===== src/rtl/uart_pkg.sv =====
// -----------------------------------------------------------------------------
// uart_pkg
// Shared definitions for the UART RX FIFO control slice:
//   - fsm_state_e  : flush sequencer states
//   - FCR_*        : bit positions inside the FIFO control register write data
//   - trig_code_e  : RX trigger level codes (fcr_wdata[7:6])
//   - level_met()  : maps a trigger code onto the RX FIFO level flags
// No ports (package).
// -----------------------------------------------------------------------------
package uart_pkg;

   typedef enum logic [1:0] {
      ST_IDLE   = 2'd0,
      ST_FLUSH  = 2'd1,
      ST_SETTLE = 2'd2
   } fsm_state_e;

   localparam int FCR_FIFO_EN  = 0;
   localparam int FCR_RX_RESET = 1;
   localparam int FCR_TX_RESET = 2;
   localparam int FCR_TRIG_LO  = 6;
   localparam int FCR_TRIG_HI  = 7;

   // The FIFO empty flag is registered inside the FIFO, so after the soft
   // reset drops it takes two cycles before the flags are trustworthy.
   localparam int SETTLE_CYCLES = 2;

   typedef enum logic [1:0] {
      TRIG_ONE  = 2'b00,
      TRIG_QTR  = 2'b01,
      TRIG_HALF = 2'b10,
      TRIG_ALM  = 2'b11
   } trig_code_e;

   function automatic logic level_met(input trig_code_e trig,
                                      input logic       empty,
                                      input logic       q_full,
                                      input logic       h_full,
                                      input logic       a_full);
      logic met;
      case (trig)
         TRIG_ONE:  met = ~empty;
         TRIG_QTR:  met = q_full;
         TRIG_HALF: met = h_full;
         TRIG_ALM:  met = a_full;
         default:   met = 1'b0;
      endcase
      return met;
   endfunction

endpackage


===== src/rtl/uart_char_timeout.sv =====
// -----------------------------------------------------------------------------
// uart_char_timeout
// Counts character times of RX inactivity and raises cto_irq once CTO_CHARS
// ticks have passed with data still waiting in an enabled FIFO.
// Ports:
//   clk, rst   : clock, asynchronous active-high reset
//   clr        : clear the counter (push, pop, empty, FIFOs disabled, busy)
//   tick       : one-cycle pulse per character time
//   rxf_empty  : RX FIFO empty flag
//   fifo_en    : FIFO mode enabled
//   cto_irq    : registered character-timeout interrupt
// -----------------------------------------------------------------------------
module uart_char_timeout #(
   parameter int CTO_CHARS = 4
) (
   input  logic clk,
   input  logic rst,
   input  logic clr,
   input  logic tick,
   input  logic rxf_empty,
   input  logic fifo_en,
   output logic cto_irq
);

   localparam logic [3:0] CTO_MAX = 4'(CTO_CHARS);

   logic [3:0] count_q;
   logic [3:0] count_d;
   logic       cto_q;

   // Clear wins over tick in the same cycle; the count saturates at CTO_MAX.
   always_comb begin
      count_d = count_q;
      if (clr) begin
         count_d = 4'd0;
      end else if (tick && (count_q != CTO_MAX)) begin
         count_d = count_q + 4'd1;
      end
   end

   // Built from the next count so the interrupt rises right after the final
   // tick and drops in the cycle that follows a clearing event.
   always_ff @(posedge clk or posedge rst) begin
      if (rst) begin
         count_q <= 4'd0;
         cto_q   <= 1'b0;
      end else begin
         count_q <= count_d;
         cto_q   <= (count_d == CTO_MAX) & ~clr & ~rxf_empty & fifo_en;
      end
   end

   assign cto_irq = cto_q;

endmodule


===== src/rtl/uart_rx_fifo_ctrl.sv =====
// -----------------------------------------------------------------------------
// uart_rx_fifo_ctrl
// FIFO control register handling, FIFO soft-reset sequencing, RX pop strobe
// and RX interrupt generation for a 16550-style UART.
// Optional feature: define UART_CHAR_TIMEOUT_EN to build the character timeout
// counter and cto_irq; otherwise cto_irq is tied low and char_tick is unused.
// Ports:
//   clk, rst                  : clock, asynchronous active-high reset
//   fcr_we, fcr_wdata[7:0]    : FCR write (bit0 fifo_en, bit1 rx_reset,
//                               bit2 tx_reset, bits7:6 trigger code)
//   rbr_re                    : host read of the RX data register
//   rx_push                   : receiver pushed a character into the RX FIFO
//   char_tick                 : one pulse per character time
//   rxf_empty/q/h/a_full      : RX FIFO level flags
//   rxf_rd                    : RX FIFO pop strobe (combinational)
//   rxf_srst, txf_srst        : FIFO soft resets (registered)
//   fifo_en, trig_lvl         : stored FCR fields
//   rda_irq, cto_irq          : data-available / character-timeout interrupts
//   busy                      : flush sequence in progress
//   dbg_state                 : current sequencer state (fsm_state_e encoding)
// Handshake: rbr_re is a single-cycle request; it produces exactly one rxf_rd
// pulse in the same cycle when the FIFO holds data and no flush is running,
// and is dropped otherwise (no retry, no queuing).
// -----------------------------------------------------------------------------
module uart_rx_fifo_ctrl
   import uart_pkg::*;
#(
   parameter int SRST_CYCLES = 2,
   parameter int CTO_CHARS   = 4
) (
   input  logic       clk,
   input  logic       rst,
   input  logic       fcr_we,
   input  logic [7:0] fcr_wdata,
   input  logic       rbr_re,
   input  logic       rx_push,
   input  logic       char_tick,
   input  logic       rxf_empty,
   input  logic       rxf_q_full,
   input  logic       rxf_h_full,
   input  logic       rxf_a_full,
   output logic       rxf_rd,
   output logic       rxf_srst,
   output logic       txf_srst,
   output logic       fifo_en,
   output logic [1:0] trig_lvl,
   output logic       rda_irq,
   output logic       cto_irq,
   output logic       busy,
   output logic [1:0] dbg_state
);

   localparam logic [3:0] SRST_LAST   = 4'(SRST_CYCLES - 1);
   localparam logic [3:0] SETTLE_LAST = 4'(SETTLE_CYCLES - 1);

   fsm_state_e state_q;
   logic [3:0] cnt_q;
   logic       fifo_en_q;
   trig_code_e trig_q;
   logic       rxf_srst_q;
   logic       txf_srst_q;
   logic       pend_rx_q;
   logic       pend_tx_q;
   logic       rda_q;

   logic       wr_fen;
   logic       fen_chg;
   logic       explicit_rst;
   logic       req_rx;
   logic       req_tx;
   logic       is_idle;
   logic       lvl_met;

   assign wr_fen       = fcr_wdata[FCR_FIFO_EN];
   assign fen_chg      = fcr_we & (wr_fen != fifo_en_q);
   assign explicit_rst = fcr_wdata[FCR_RX_RESET] | fcr_wdata[FCR_TX_RESET];

   // Explicit reset bits choose which FIFOs get flushed. A write that only
   // toggles fifo_en (no reset bits set) flushes both FIFOs.
   assign req_rx = fcr_we & (fcr_wdata[FCR_RX_RESET] | (fen_chg & ~explicit_rst));
   assign req_tx = fcr_we & (fcr_wdata[FCR_TX_RESET] | (fen_chg & ~explicit_rst));

   assign is_idle = (state_q == ST_IDLE);
   assign lvl_met = level_met(trig_q, rxf_empty, rxf_q_full, rxf_h_full, rxf_a_full);

   always_ff @(posedge clk or posedge rst) begin
      if (rst) begin
         state_q    <= ST_IDLE;
         cnt_q      <= 4'd0;
         fifo_en_q  <= 1'b0;
         trig_q     <= TRIG_ONE;
         rxf_srst_q <= 1'b0;
         txf_srst_q <= 1'b0;
         pend_rx_q  <= 1'b0;
         pend_tx_q  <= 1'b0;
         rda_q      <= 1'b0;
      end else begin
         if (fcr_we) begin
            fifo_en_q <= wr_fen;
            trig_q    <= trig_code_e'(fcr_wdata[FCR_TRIG_HI:FCR_TRIG_LO]);
         end

         rda_q <= (fifo_en_q ? lvl_met : ~rxf_empty) & is_idle;

         case (state_q)
            ST_IDLE: begin
               if (req_rx || req_tx) begin
                  state_q    <= ST_FLUSH;
                  cnt_q      <= SRST_LAST;
                  rxf_srst_q <= req_rx;
                  txf_srst_q <= req_tx;
               end
            end
            ST_FLUSH: begin
               // Commands arriving mid-flush are collected and replayed as a
               // fresh, full-length flush once this one has settled.
               pend_rx_q <= pend_rx_q | req_rx;
               pend_tx_q <= pend_tx_q | req_tx;
               if (cnt_q == 4'd0) begin
                  state_q    <= ST_SETTLE;
                  cnt_q      <= SETTLE_LAST;
                  rxf_srst_q <= 1'b0;
                  txf_srst_q <= 1'b0;
               end else begin
                  cnt_q <= cnt_q - 4'd1;
               end
            end
            ST_SETTLE: begin
               if (cnt_q != 4'd0) begin
                  cnt_q     <= cnt_q - 4'd1;
                  pend_rx_q <= pend_rx_q | req_rx;
                  pend_tx_q <= pend_tx_q | req_tx;
               end else if (pend_rx_q || pend_tx_q || req_rx || req_tx) begin
                  state_q    <= ST_FLUSH;
                  cnt_q      <= SRST_LAST;
                  rxf_srst_q <= pend_rx_q | req_rx;
                  txf_srst_q <= pend_tx_q | req_tx;
                  pend_rx_q  <= 1'b0;
                  pend_tx_q  <= 1'b0;
               end else begin
                  state_q <= ST_IDLE;
               end
            end
            default: begin
               state_q    <= ST_IDLE;
               rxf_srst_q <= 1'b0;
               txf_srst_q <= 1'b0;
            end
         endcase
      end
   end

   // Gated by rst so no pop escapes while the block is held in reset.
   assign rxf_rd    = rbr_re & ~rxf_empty & is_idle & ~rst;
   assign rxf_srst  = rxf_srst_q;
   assign txf_srst  = txf_srst_q;
   assign fifo_en   = fifo_en_q;
   assign trig_lvl  = trig_q;
   assign rda_irq   = rda_q;
   assign busy      = ~is_idle;
   assign dbg_state = state_q;

   // FCR bits 5:3 carry no function in this block.
   logic unused_fcr;
   assign unused_fcr = ^fcr_wdata[5:3];

`ifdef UART_CHAR_TIMEOUT_EN
   logic cto_clr;
   assign cto_clr = rx_push | rxf_rd | rxf_empty | ~fifo_en_q | ~is_idle;

   uart_char_timeout #(
      .CTO_CHARS (CTO_CHARS)
   ) u_cto (
      .clk       (clk),
      .rst       (rst),
      .clr       (cto_clr),
      .tick      (char_tick),
      .rxf_empty (rxf_empty),
      .fifo_en   (fifo_en_q),
      .cto_irq   (cto_irq)
   );
`else
   logic unused_cto_in;
   assign unused_cto_in = char_tick ^ rx_push;
   assign cto_irq       = 1'b0;
`endif

endmodule


===== config.mk =====
export PLATFORM = sky130hd
export DESIGN_NAME = uart_rx_fifo_ctrl
export DESIGN_NICKNAME = d
export VERILOG_FILES = /design/src/rtl/uart_pkg.sv /design/src/rtl/uart_char_timeout.sv /design/src/rtl/uart_rx_fifo_ctrl.sv
export SDC_FILE = /design/constraint.sdc
export NUM_CORES = 1
export LEC_CHECK = 0
export CAP_MARGIN = 30
export CORE_MARGIN = 2
export CORE_UTILIZATION = 48
export CTS_CLUSTER_SIZE = 25
export DETAILED_ROUTE_END_ITERATION = 10
export GPL_TIMING_DRIVEN = 0
export PLACE_DENSITY = 0.83
export SYNTH_ARGS = -nofsm -noshare
export SYNTH_HDL_FRONTEND = slang
export SYNTH_SLANG_ARGS = --single-unit

===== constraint.sdc =====
create_clock -name clk -period 4.35 [get_ports clk]
set_input_delay 1.0875 -clock clk [delete_from_list [all_inputs] [get_ports clk]]
set_output_delay 1.0875 -clock clk [all_outputs]
set_load 0.03 [all_outputs]

==> flow_summary.json, run 1 <==
{
  "num_antenna_cells": 0,
  "synthTopCellsByCount": "dfrtp_1, inv_1, mux2_2, nor2_1",
  "vias": 790,
  "drt-total-wl_um": 1887,
  "wl_per_cell_um": 13.20,
  "syn_inst": 93,
  "slew_violations": 0,
  "cp_data_required_time_ns": 3.26,
  "die_x_um": 46.93,
  "clkLatencyLatePin_ns": 0.28,
  "rsz0062_at_grt": "false",
  "p_leak_nw": 0.5091,
  "synth-edff-count": 0,
  "topRoutingLayerUsed": "met4",
  "drt_iter0_drc": 21,
  "power.density_mw_per_mm2": 722.6,
  "wl_met3_um": 169,
  "dr.pass1.iters": 5,
  "grt_max_degree": 15,
  "max_freq_mhz": 285.9,
  "yosys.area.top_type": "dfrtp_1",
  "cts.sinks": 14,
  "ant_nets": 0,
  "grt_pass1_vias": 717,
  "drc": 0,
  "grt_pass1_wl_um": 3056,
  "die_height_um": 46.93,
  "synth-seq-cells": 14,
  "synth-seq-area-share": 0.3960,
  "path_common_cell": "clkdlybuf4s50_1",
  "end_kind": "output pin",
  "critPathSlowestCell": "clkdlybuf4s50_1",
  "yosysWarnings": 0,
  "fin_skew_ns": 0.003723,
  "status": "complete, no violations",
  "critPathLaunchType": "input port",
  "setup_ws_ns": 0.8518,
  "post_cts_resized": 0,
  "antenna_found_initial": 0,
  "synth.cell_area_um2": 884.6,
  "hold_ws_ns": 0.5186,
  "die_area_mm2": 0.002202,
  "clock_path_buffers": 2,
  "gp_congestion": 0.7787,
  "postSynthAreaPerCell_um2": 9.512,
  "viasPerCell": 5.524,
  "critPathKind": "in2out",
  "yosysTopAreaCellShare": 0.3960,
  "critical_path_arrival_ns": 2.41,
  "period_share": 0.8042,
  "gr-total-overflow": 0,
  "fin_cells": 143,
  "cp_max_fo": 1,
  "post-cts-setup-buffers": 0,
  "fin_setup_tns_ns": 0,
  "slew_headroom": 0.6372,
  "syn_to_final_growth_pct": 31.40,
  "synth.area.top_cells": "dfrtp_1, mux2_2, ha_1",
  "dp_hpwl_um": 1444,
  "start_util": 0.5123,
  "finalHoldViolCount": 0,
  "root_buffer": "clkbuf_4",
  "cts_hold_buffers": 0,
  "crit_chain": "clkdlybuf4s50_1 -> nand2_1 -> nor3_1 -> clkdlybuf4s50_1",
  "yosysMostFrequentCell": "dfrtp_1",
  "wl_met1_um": 761,
  "postLayoutCoreUtil": 0.6732,
  "path_clk_slew_ns": 0.09,
  "min_path_type": "reg2reg",
  "netlist-cell-type-count": 31,
  "worstHoldStart": "txf_srst",
  "nNetsFinal": 143,
  "cts_buffers": 3,
  "dpl.cell_count": 139,
  "cp-startpoint": "rbr_re",
  "drive_gt1_frac": 0.1441,
  "groute.usage.overall": 0.1983,
  "crit_family": "buffers and inverters",
  "io_pins": 29,
  "period_minus_slack_ns": 3.498,
  "route.met2.wl_um": 933,
  "worst_pin_slew_ns": 0.5436,
  "num_rows": 15,
  "maxCapViolations": 0,
  "synth-async-reset-ratio": 1.000,
  "synthesis.nets": 117,
  "dp_slack_ns": 0.8650,
  "peakVddDrop_uv": 425.2,
  "cpPeakStageDelay_ns": 0.69,
  "cp.buffers_inverters": 2,
  "synth_ff_type": "dfrtp_1",
  "design.core.area_mm2": 0.001727,
  "reg2reg_from": "dbg_state[0]",
  "cts_tree": "yes",
  "setup_viol": 0,
  "htreeDepth": 1,
  "place.port_buffers": 21
}
==> registers in the layout, summed over array words and instances, names as in the netlist <==
| register | flops |
|---|---|
| trig_lvl | 2 |
| cnt_q | 4 |
| pend_rx_q | 1 |
| txf_srst | 1 |
| rxf_srst | 1 |
| dbg_state | 2 |
| pend_tx_q | 1 |
| fifo_en | 1 |
| rda_irq | 1 |
==> layout by cell type, fill, tap and decap left out, types with 2 or more instances in the layout <==
master | Yosys | routed
o21ai_0 | 5 | 5
o22ai_1 | 3 | 3
a31oi_1 | 4 | 4
o21bai_1 | 3 | 3
clkbuf_4 | 0 | 3
dfrtp_1 | 14 | 14
nand2b_1 | 2 | 2
mux2_2 | 7 | 7
o21ai_1 | 2 | 2
ha_1 | 6 | 6
inv_1 | 7 | 7
buf_4 | 2 | 2
mux2i_1 | 2 | 2
buf_2 | 3 | 3
clkdlybuf4s50_1 | 0 | 21
nor2_1 | 7 | 7
nand2_1 | 2 | 2
a21oi_1 | 4 | 4
nor3_1 | 6 | 6
==> cell type report <==
cell class | count | area (um^2)
buffer | 5 | 30.03
inverter | 7 | 26.28
clock buffer | 4 | 36.28
timing repair buffer | 21 | 210.2
multi-input combinational | 67 | 478.0
fill | 149 | 564.3
tap | 25 | 31.28
sequential | 14 | 350.3
==> worst reg2reg max path: cells and delay by family, from the launching register on <==
kind / cells / cell delay (ns)
AO/OA/AOI/OAI: 2 / 0.48
AND/OR/NAND/NOR: 2 / 0.47
flip-flops: 1 / 0.41
buffers and inverters: 2 / 0.26
adder cells (fa/ha/maj): 1 / 0.19
==> power by group <==
part | switching [W] | internal (W) | leakage, nW
Sequential | 0.0000438 | 0.000183 | 0.171
Clock | 0.0000452 | 0.0000509 | 0.0210
Combinational | 0.000282 | 0.000234 | 0.317
==> per-layer routing <==
layer	vias up	GRT usage
met3	4	0.05000
met5	-	0
met2	42	0.3479
li1	385	-
met1	359	0.2280
met4	0	0.08333
==> per-stage QoR <==
stage,power (W),cell area [um^2]
after CTS,0.0008429,1162
after global routing,0.0009128,1162
after detailed placement,0.0007435,1126
final,0.0008399,1162
after global placement,0.0007232,1126
after floorplan,0.0005988,884.6
==> final timing paths <==
path	to	slack, ns	cells past startpoint
max reg2reg	cnt_q[3]	2.47	7
min in group asynchronous	trig_lvl[1]	1.18	2
min reg2reg	txf_srst	0.52	2
max in group asynchronous	pend_rx_q	2.81	2
min	txf_srst	0.52	2
max	rxf_rd	0.85	4
==> logic make-up (layout without fill, tap and decap cells) <==
kind of cell,Yosys count,count (layout),share of synthesized area
AND/OR/NAND/NOR,21,21,0.1160
adder cells (fa/ha/maj),6,6,0.08486
flip-flops,14,14,0.3960
other,1,1,0.004239
buffers and inverters,12,37,0.06364
multiplexers,9,9,0.1117
AO/OA/AOI/OAI,29,29,0.2136
XOR/XNOR,1,1,0.009903
(Power assumes the default switching activity.)
==> inputs of run 2 (changes only) <==
- CORE_ASPECT_RATIO: default -> 1.5
- CORE_UTILIZATION: 48 -> 40
- PLACE_DENSITY: 0.83 -> 0.74
- clock period: 4.35 -> 2.85 ns (I/O delays scaled with it)
==> run 2 against run 1 <==
  * Flip-flop and latch count is the same
  * Critical path type is now reg2out
  * Sequential power increased by 52%
  * Critical endpoint is now busy
  * Largest cell class unchanged
  * Utilization shrank 11 points
==> flow_summary.json, run 2 (synthesis gave the netlist of run 1 again) <==
{
  "cts.sinks": 14,
  "drt-total-wl_um": 1965,
  "largest_reg_flops": 4,
  "syn_to_final_growth_pct": 31.26,
  "dr.pass1.iters": 4,
  "crit_chain": "inv_1 -> ha_1 -> buf_4 -> inv_1 -> clkdlybuf4s50_1",
  "clkLatencyLatePin_ns": 0.29,
  "clock_path_buffers": 2,
  "cts_buffers": 3,
  "design_area_mm2": 0.001161,
  "finalHoldViolCount": 0,
  "cp_max_fo": 10,
  "path_common_cell": "inv_1",
  "gp_congestion": 0.8520,
  "htreeDepth": 1,
  "regMostFlops": "cnt_q",
  "grt_max_degree": 15,
  "final_cell_mix": "clkdlybuf4s50_1, dfrtp_1, mux2_2, nor2_1, inv_1",
  "fin_setup_tns_ns": 0,
  "ant_nets": 0,
  "setup_viol": 0,
  "rsz0062_at_grt": "false",
  "gr-total-overflow": 0,
  "grt_pass1_vias": 809,
  "period_share": 0.9373,
  "max_freq_mhz": 374.3,
  "cts_tree": "yes",
  "placed_area_mm2": 0.001122,
  "die_x_um": 42.40,
  "peakVddDrop_uv": 585.0,
  "fin_cells": 140,
  "drive_gt1_frac": 0.1441,
  "slew_headroom": 0.6235,
  "io_pins": 29,
  "critPathSlowestCell": "clkdlybuf4s50_1",
  "antenna_found_initial": 0,
  "nNetsFinal": 143,
  "end_kind": "output pin",
  "p_leak_nw": 0.5269,
  "design.core.area_mm2": 0.002052,
  "fin_skew_ns": 0.001002,
  "wl_per_cell_um": 14.04,
  "place.port_buffers": 21,
  "vias": 798,
  "r2r_cells": 7,
  "num_antenna_cells": 0,
  "hold_ws_ns": 0.5150,
  "layout_commonest_cell": "clkdlybuf4s50_1",
  "critical_path_arrival_ns": 1.96,
  "regToRegSetupSlack_ns": 0.93,
  "min_path_type": "reg2reg",
  "drc": 0,
  "start_util": 0.4311,
  "setup_ws_ns": 0.1787,
  "path_clk_slew_ns": 0.09,
  "r2r_end": "cnt_q[2]",
  "dp_slack_ns": 0.08516,
  "cp_data_required_time_ns": 2.14,
  "period_minus_slack_ns": 2.671,
  "groute.usage.overall": 0.1753,
  "cpPeakStageDelay_ns": 0.68,
  "root_buffer": "clkbuf_4",
  "status": "complete, no violations",
  "worst_pin_slew_ns": 0.5641,
  "dp_hpwl_um": 1573,
  "grt_pass1_wl_um": 3339,
  "cp-startpoint": "dbg_state[0]",
  "num_rows": 20,
  "critPathLaunchType": "flip-flop",
  "die_height_um": 61.60,
  "drt_iter0_drc": 15,
  "reg2reg_from": "dbg_state[0]",
  "power.density_mw_per_mm2": 1110,
  "slew_violations": 0,
  "maxCapViolations": 0,
  "crit_end": "busy",
  "die_area_mm2": 0.002611,
  "viasPerCell": 5.700,
  "critPathKind": "reg2out",
  "dpl.cell_count": 136
}
run 2: worst max-delay path, delay by kind of cell, from the launching register on:
kind | cells | cell delay, ns
adders and majority gates | 1 | 0.20
DFF | 1 | 0.42
buffers and inverters | 4 | 1.04
run 2: cell type report:
cell class                      count  area [um^2]
Inverter                            7        26.28
Buffer                              5        30.03
Clock buffer                        4        36.28
Fill cell                         205        890.9
Multi-Input combinational cell     67        478.0
Sequential cell                    14        350.3
Tap cell                           22        27.53
Timing Repair Buffer               21        212.7
run 2: where the power goes:
| group | internal, W | total [W] | switching, W | leakage [nW] |
|---|---|---|---|---|
| sequential | 0.000280 | 0.000345 | 0.0000651 | 0.171 |
| combinational | 0.000356 | 0.000795 | 0.000439 | 0.335 |
| clock | 0.0000779 | 0.000148 | 0.0000702 | 0.0210 |
| total | 0.000714 | 0.00129 | 0.000575 | 0.527 |
run 2: how the worst min path moves through the flow:
stage	startpoint	to	slack (ns)	cells after the start
final	rxf_srst	rxf_srst	0.51	1
after global routing	rxf_srst	rxf_srst	0.55	1
after CTS	rxf_srst	rxf_srst	0.52	1
after detailed placement	rxf_srst	rxf_srst	0.50	1
after global placement	rxf_srst	rxf_srst	0.49	1
after floorplan	cnt_q[3]	cnt_q[3]	0.49	2
run 2: through the flow:
stage                       util  power [W]
final                     0.5659   0.001289
after floorplan                -  0.0009140
after global placement    0.5470   0.001122
after CTS                 0.5646   0.001294
after detailed placement  0.5470   0.001144
after global routing      0.5659   0.001395
run 2: repair_timing:
item,4_1_cts,5_1_grt
hold buffers,0,0
gates resized for setup,0,1
buffers inserted,0,0
setup endpoints to repair,0,1
run 2: per-layer routing:
layer | vias up | GRT usage | share of wire
li1 | 383 | - | -
met5 | - | 0 | 0
met4 | 0 | 0.1027 | 0.020
met3 | 6 | 0.04985 | 0.047
met1 | 382 | 0.1600 | 0.37
met2 | 27 | 0.3429 | 0.56
==> inputs of run 3 (changes only) <==
- CORE_ASPECT_RATIO: 1.5 -> default
- CORE_UTILIZATION: 40 -> 48
- PLACE_DENSITY: 0.74 -> 0.83
- clock period: 2.85 -> 3.08 ns (I/O delays scaled with it)
==> results of run 3 <==
Same layout as run 1 (identical final DEF). Status: complete, no violations.
Among the figures that moved: setup slack after placement 0.8650 ns -> 0.2300 ns; setup slack after layout 0.8518 ns -> 0.2168 ns; register-to-register setup slack 2.47 ns -> 1.20 ns; total power 0.0008399 W -> 0.001186 W; worst IR drop on VDD 425.2 uV -> 600.5 uV
